File: src/rtl/reg_file_mp_pkg.sv
// Shared core definitions for the integer register file.
// Holds the default data width and register count, the read/write request
// structs reused by decode and write-back, the controller state type, and
// the address legality rule shared by the array and the scoreboard.
package reg_file_mp_pkg;

   localparam int cXLEN      = 32;
   localparam int cREG_COUNT = 32;
   localparam int cREG_AW    = $clog2(cREG_COUNT);

   typedef struct packed {
      logic               en;
      logic [cREG_AW-1:0] addr;
   } tRegFileRd;

   typedef struct packed {
      logic               en;
      logic [cREG_AW-1:0] addr;
      logic [cXLEN-1:0]   data;
   } tRegFileWr;

   typedef enum logic {
      CLEAR = 1'b0,
      RUN   = 1'b1
   } tRfState;

   // Register 0 is hardwired and addresses past the last register do not
   // exist (non-power-of-two register counts), so neither holds state.
   function automatic logic addrLegal(input int unsigned addr,
                                      input int unsigned regCount);
      return (addr != 0) && (addr < regCount);
   endfunction

endpackage

File: src/rtl/reg_file_mp_scoreboard.sv
// Write-back scoreboard: one busy bit per architectural register.
// Ports:
//   iClk, iRst       clock, async active-high reset (clears all busy bits)
//   iClrEn/iClrAddr  write-back clear of a busy bit (already qualified)
//   iSetEn/iSetAddr  issue of a new producer (already qualified)
//   iLookupAddr      per-read-port address to look up
//   oBusy            per-port busy, seen after this cycle's clear but
//                    before this cycle's set
module reg_scoreboard
   import reg_file_mp_pkg::*;
#(
   parameter int REG_COUNT  = cREG_COUNT,
   parameter int READ_PORTS = 2,
   parameter int AW         = $clog2(REG_COUNT)
) (
   input  logic                           iClk,
   input  logic                           iRst,
   input  logic                           iClrEn,
   input  logic [AW-1:0]                  iClrAddr,
   input  logic                           iSetEn,
   input  logic [AW-1:0]                  iSetAddr,
   input  logic [READ_PORTS-1:0][AW-1:0]  iLookupAddr,
   output logic [READ_PORTS-1:0]          oBusy
);

   logic [REG_COUNT-1:0] busy;
   logic [REG_COUNT-1:0] busyCleared;
   logic [REG_COUNT-1:0] busyNext;

   // Clear first, then set: an issue landing on the register being written
   // back is a new producer, so the bit must stay high.
   always_comb begin
      busyCleared = busy;
      busyNext    = busy;
      for (int i = 0; i < REG_COUNT; i++) begin
         busyCleared[i] = busy[i] && !(iClrEn && (iClrAddr == AW'(i)));
         busyNext[i]    = busyCleared[i] || (iSetEn && (iSetAddr == AW'(i)));
      end
   end

   always_comb begin
      oBusy = '0;
      for (int p = 0; p < READ_PORTS; p++) begin
         if (addrLegal(32'(iLookupAddr[p]), REG_COUNT)) begin
            oBusy[p] = busyCleared[iLookupAddr[p]];
         end
      end
   end

   always_ff @(posedge iClk or posedge iRst) begin
      if (iRst) begin
         busy <= '0;
      end else begin
         busy <= busyNext;
      end
   end

endmodule

File: src/rtl/reg_file_mp.sv
// Multi-port integer register file with write-back scoreboard and a
// sequential clear of every register after reset.
// Ports:
//   iClk, iRst        clock, async active-high reset
//   oReady            high once the post-reset clear has finished
//   iRdEn, iRdAddr    per-port read request and address
//   oRdData           per-port registered read data (write-first bypass)
//   oRdValid          per-port valid, one cycle after iRdEn
//   oRdBusy           per-port scoreboard busy for the address read
//   iWrEn/iWrAddr/iWrData  write-back port, also clears busy
//   iIssueEn/iIssueRd      issued destination, sets busy
//
// state | meaning
// ------+-----------------------------------------------------------------
// CLEAR | writing 0 to register[clrCnt], one per cycle; all requests ignored
// RUN   | normal reads, write-back and issue; oReady high
module reg_file_mp
   import reg_file_mp_pkg::*;
#(
   parameter int XLEN       = cXLEN,
   parameter int REG_COUNT  = cREG_COUNT,
   parameter int READ_PORTS = 2,
   parameter int AW         = $clog2(REG_COUNT)
) (
   input  logic                            iClk,
   input  logic                            iRst,
   output logic                            oReady,
   input  logic [READ_PORTS-1:0]           iRdEn,
   input  logic [READ_PORTS-1:0][AW-1:0]   iRdAddr,
   output logic [READ_PORTS-1:0][XLEN-1:0] oRdData,
   output logic [READ_PORTS-1:0]           oRdValid,
   output logic [READ_PORTS-1:0]           oRdBusy,
   input  logic                            iWrEn,
   input  logic [AW-1:0]                   iWrAddr,
   input  logic [XLEN-1:0]                 iWrData,
   input  logic                            iIssueEn,
   input  logic [AW-1:0]                   iIssueRd
);

   localparam logic [AW-1:0] cLastIdx = AW'(REG_COUNT - 1);

   tRfState         state;
   tRfState         stateNext;
   logic [AW-1:0]   clrCnt;
   logic [AW-1:0]   clrCntNext;

   logic [XLEN-1:0] regArray [REG_COUNT];
   logic            arrWe;
   logic [AW-1:0]   arrAddr;
   logic [XLEN-1:0] arrData;

   logic            wrOk;
   logic            issueOk;
   logic [READ_PORTS-1:0] sbBusy;

   always_ff @(posedge iClk or posedge iRst) begin
      if (iRst) begin
         state  <= CLEAR;
         clrCnt <= AW'(1);
      end else begin
         state  <= stateNext;
         clrCnt <= clrCntNext;
      end
   end

   // The clear sequence and write-back share the single array write port.
   always_comb begin
      stateNext  = state;
      clrCntNext = clrCnt;
      arrWe      = 1'b0;
      arrAddr    = iWrAddr;
      arrData    = iWrData;
      wrOk       = 1'b0;
      issueOk    = 1'b0;
      case (state)
         CLEAR: begin
            arrWe      = 1'b1;
            arrAddr    = clrCnt;
            arrData    = '0;
            clrCntNext = clrCnt + AW'(1);
            if (clrCnt == cLastIdx) begin
               stateNext = RUN;
            end
         end
         RUN: begin
            wrOk    = iWrEn    && addrLegal(32'(iWrAddr), REG_COUNT);
            issueOk = iIssueEn && addrLegal(32'(iIssueRd), REG_COUNT);
            arrWe   = wrOk;
         end
         default: stateNext = CLEAR;
      endcase
   end

   assign oReady = (state == RUN);

   // No reset on the array so it can map to distributed RAM.
   always_ff @(posedge iClk) begin
      if (arrWe) begin
         regArray[arrAddr] <= arrData;
      end
   end

   reg_scoreboard #(
      .REG_COUNT  (REG_COUNT),
      .READ_PORTS (READ_PORTS),
      .AW         (AW)
   ) uScoreboard (
      .iClk        (iClk),
      .iRst        (iRst),
      .iClrEn      (wrOk),
      .iClrAddr    (iWrAddr),
      .iSetEn      (issueOk),
      .iSetAddr    (iIssueRd),
      .iLookupAddr (iRdAddr),
      .oBusy       (sbBusy)
   );

   // Unrequested ports keep their last data/busy; only valid drops.
   always_ff @(posedge iClk or posedge iRst) begin
      if (iRst) begin
         oRdValid <= '0;
         oRdData  <= '0;
         oRdBusy  <= '0;
      end else begin
         for (int p = 0; p < READ_PORTS; p++) begin
            oRdValid[p] <= 1'b0;
            if ((state == RUN) && iRdEn[p]) begin
               oRdValid[p] <= 1'b1;
               oRdBusy[p]  <= sbBusy[p];
               if (!addrLegal(32'(iRdAddr[p]), REG_COUNT)) begin
                  oRdData[p] <= '0;
               end else if (wrOk && (iWrAddr == iRdAddr[p])) begin
                  oRdData[p] <= iWrData;
               end else begin
                  oRdData[p] <= regArray[iRdAddr[p]];
               end
            end
         end
      end
   end

endmodule

File: config.mk
export PLATFORM = sky130hd
export DESIGN_NAME = reg_file_mp
export DESIGN_NICKNAME = d
export VERILOG_FILES = /design/src/rtl/reg_file_mp_pkg.sv /design/src/rtl/reg_file_mp_scoreboard.sv /design/src/rtl/reg_file_mp.sv
export SDC_FILE = /design/constraint.sdc
export NUM_CORES = 2
export LEC_CHECK = 0
export ABC_AREA = 1
export ABC_CLOCK_PERIOD_IN_PS = 4600
export CAP_MARGIN = 20
export CORE_MARGIN = 2
export CORE_UTILIZATION = 50
export DETAILED_ROUTE_END_ITERATION = 7
export PLACE_DENSITY_LB_ADDON = 0.15
export SLEW_MARGIN = 20
export SYNTH_ARGS = -nofsm -noshare
export SYNTH_HDL_FRONTEND = slang
export SYNTH_SLANG_ARGS = --single-unit
export TNS_END_PERCENT = 10
File: constraint.sdc
create_clock -name iClk -period 4.6 [get_ports iClk]
set_clock_uncertainty 0.05 [all_clocks]
set_input_delay 0.92 -clock iClk [delete_from_list [all_inputs] [get_ports iClk]]
set_output_delay 0.92 -clock iClk [all_outputs]
set_load 0.01 [all_outputs]
==> results.md <==
Routing:
- In the routed layout, each cell is associated on average with a via count of ~6.8.
- After detailed routing, the total wire length is between 200000 and 250000 µm.
- The number of remaining DRC errors is 0.
- The remaining antenna violation count after routing is 0.
- The first TritonRoute pass finished after 7 iterations.
- The routed wire length per instance is 31.4 µm.
- After the first detailed-routing iteration, the DRC count stood at approximately 7600.
- The number of vias after detailed routing is about 45000.

Outcome:
- The run finished with clean final reports.

STA:
- Static timing analysis puts the maximum clock frequency at between 200 and 300 MHz.
- The worst path in the final design needs a cycle of roughly 3.5 ns, including I/O delays and setup.
- The number of hold violations in the final report came to 0.
- In the finished design, the share of the clock period the worst path needs comes to about 76%.
- The final setup violation count is 0.
- After layout, the worst setup slack is 1.10 ns.
- Setup repair after global routing left no endpoint under its margin.
- Summed over all failing endpoints, the final setup total negative slack is 0 ns.
- For the pin with the worst max-slew slack, the measured transition is between 1 and 1.5 ns.
- The count of pins over their slew limit is 0.
- The worst pin sits at a relative slew slack of about a fifth.

Die:
- Measured along the y axis, the die boundary spans 333 µm.
- The full die area is ~0.11 mm².
- The region available for standard cell placement spans 0.107 mm².
- The number of rows in the core area is 120.
- For this configuration, the core starts out at a cell density of about 50%.
- In this run the count of I/O pins placed on the die edge is around 130.
- The die is approximately 330 µm wide.

Yosys:
- The distinct cell type count after synthesis is 44.
- The register area share after synthesis is about three fifths.
- The total nets after synthesis is about 5200.
- In the synthesized netlist, the number of instances is roughly 5000.
- The synthesized design spends more area on one cell type than any other, namely edfxtp_1.
- Of the post-synthesis cell area, the dominant cell type holds 56.7%.
- After synthesis, the cell types taking the most area are edfxtp_1, o221ai_1, dfrtp_1.
- The async set or reset register ratio after synthesis is a little under a tenth.
- The prevailing post-synth register cell is edfxtp_1.
- After synthesis the cells add up to around 0.054 mm².
- The synthesized design contains roughly 1000 enable-type register cells.
- A synthesized cell averages around 11 µm².
- Yosys printed 0 warnings.
- Counting flops and latches in the post-synthesis netlist gives ~1100.

Worst setup path:
- The required time of the critical path is 4.97 ns.
- The critical path goes through o21ai_0 -> nand2_1 -> nor2_4 -> buf_12.
- At the worst endpoint, the arrival time is 3.86 ns.
- The delay contributed by the slowest stage of the critical path is between 1 and 1.5 ns.
- The worst setup path is launched from a flop.
- The critical path is of the flop to flop type.
- The critical path capture point type is a flop.
- The slowest stage cell on the critical path is o21ai_0.
- Along the worst path, the maximum fanout reaches 28.

GRT:
- The largest net degree at the start of global routing is between 150 and 200.
- The first global-routing pass estimated 298000 µm of wire.
- The number of global-route vias before repair is between 40000 and 50000.
- The initial antenna violation count is 16.
- Global routing consumed, over all layers together, about 37% of the routing resources.
- The total overflow reported by the global router is 0.

Layout:
- The number of standard cells in the final layout excluding fillers is 6643.
- In the final layout, the share of cells above drive strength 1 is around a tenth.
- The number of nets in the layout is a little over 5000.
- After filler insertion, the fill cell instance count of the layout stands at approximately 8800.
- Cells fill between 50% and 60% of the core in the end.
- The final standard cell area without fillers is ~0.062 mm².
- The layout overhead on the synthesized area is 13.7%.

Clock network:
- Hold repair after CTS inserted 0 buffers.
- TritonCTS built the clock tree.
- In this run, post-CTS repair resized a total of 0 instances.
- After clock tree synthesis, the setup repair step added 0 buffers.
- The clock sink count is about 1100.
- Clock-pin slew was measured on the worst setup and hold paths at around 0.06 ns.
- Clock latency on the worst-skew pair, taken at its later pin, is about 0.72 ns.
- In this run the number of H-tree levels came out at 3.
- The cell at the root of the clock tree is clkbuf_16.
- The number of buffers created by CTS is approximately 120.
- The clock passes through at most 3 buffers.

Placed design:
- The setup slack at placement is approximately 0.46 ns.
- The half-perimeter wire length of the detailed placement result is 126000 µm.
- The weighted congestion at the end of routability-driven global placement is roughly 0.94.
- Including well taps, the total number of placed cells is 6409.
- The total placed instance area is around 0.057 mm².
- The number of buffers inserted by port buffering is approximately 130.

Job:
- Max-cap violations in this run came to 0.

Hold path:
- The class of the most critical hold timing path is flop to flop.

Power and ir drop:
- The worst-case IR drop observed on VDD is about 0.33 mV.
- The static leakage power is 21.7 nW.
- The power density over the cells is between 300 and 400 mW/mm².
-- worst max-delay path, delay by kind of cell (launching register included) --
family | cells | cell delay [ns]
buffers and inverters | 1 | 0.25
and+or+nand+nor | 2 | 1.24
AOI/OAI and AO/OA | 1 | 1.02
DFF | 1 | 0.61
-- worst paths after layout --
kind	startpoint	endpoint	slack (ns)	cells past startpoint
min in group asynchronous	iRst	oRdData[11]	0.66	2
worst min-delay path	uScoreboard.busy[0]	uScoreboard.busy[0]	0.35	0
worst min register to register	uScoreboard.busy[0]	uScoreboard.busy[0]	0.35	0
max in group asynchronous	iRst	oRdData[26]	2.96	3
worst max-delay path	oReady	regArray[18][25]	1.10	4
worst max register to register	oReady	regArray[18][25]	1.10	4
-- report_power, final --
group,switching [mW],total (mW),internal [mW]
clock,4.20,10.2,6.01
sequential,0.0823,11.4,11.3
combinational,1.97,2.79,0.825
total,6.25,24.4,18.2
-- cell usage in the layout (no fill, tap or decap), types with 151 or more instances in the layout --
master,n
edfxtp_1,1024
o221ai_1,338
o211ai_1,241
nor2_1,414
o21ai_0,488
a21oi_1,439
nand2_1,609
inv_1,337
buf_4,151
nand3_1,340
-- cells in the mapped netlist, types with 5 or more instances --
master,number
nor2_1,446
nand4_1,17
o22ai_1,12
o221ai_1,338
clkbuf_1,138
edfxtp_1,1024
or2_1,5
buf_2,201
inv_1,351
a21oi_1,439
o211ai_1,241
nor3_1,7
buf_1,28
nand2_1,611
o21ai_1,26
buf_4,32
buf_6,24
xor2_1,8
o21ai_0,488
a211o_1,13
or2_2,38
nand3_1,340
o2111ai_1,38
o221a_2,29
a211oi_1,66
or2_0,9
inv_2,5
dfrtp_1,105
-- flip-flops by register name, summed over array words and instances, names as in the netlist --
register,count
clrCnt,5
oReady,1
oRdBusy,2
uScoreboard.busy,32
regArray,1024
oRdData,64
oRdValid,2
-- cell families (layout without fill, tap and decap cells) --
kind of cell / count (synthesis) / in the layout / share of synthesized area [%]
AOI/OAI and AO/OA: 1698 / 1698 / 20.2
xor gates and xnor gates: 8 / 8 / 0.129
adders and majority gates: 2 / 2 / 0.0462
buffers and inverters: 786 / 915 / 6.52
DFF: 1130 / 1130 / 61.6
other: 0 / 3 / 0
and+or+nand+nor: 1484 / 1484 / 11.5
-- cell type report --
class                   instances  area (µm²)  share of cell area [%]
inverters                     361        1380                    2.24
clock buffers                 146        3190                    5.17
multi-input cells            3192       17600                    28.5
flip-flops and latches       1130       33400                    54.2
clock inverters                79         887                    1.44
diodes                          3        7.51                  0.0122
well taps                    1403        1760                    2.85
repair buffers                329        3470                    5.62
-- metrics by stage --
step	hold WS (ns)	total power, mW
after detailed placement	0.344	14.3
after global placement	0.327	14.3
final	0.354	24.4
after floorplan	0.390	13.1
after global routing	0.385	25.0
after CTS	0.357	24.3
-- routing by layer --
| layer | vias to the layer above | track usage [%] | wire length (µm) |
|---|---|---|---|
| met5 | - | 0 | 148 |
| met4 | 22 | 13.9 | 8350 |
| met3 | 605 | 14.7 | 34300 |
| met2 | 3677 | 52.1 | 87400 |
| met1 | 21859 | 50.3 | 78100 |
| li1 | 19101 | - | - |
(Power assumes the default switching activity.)
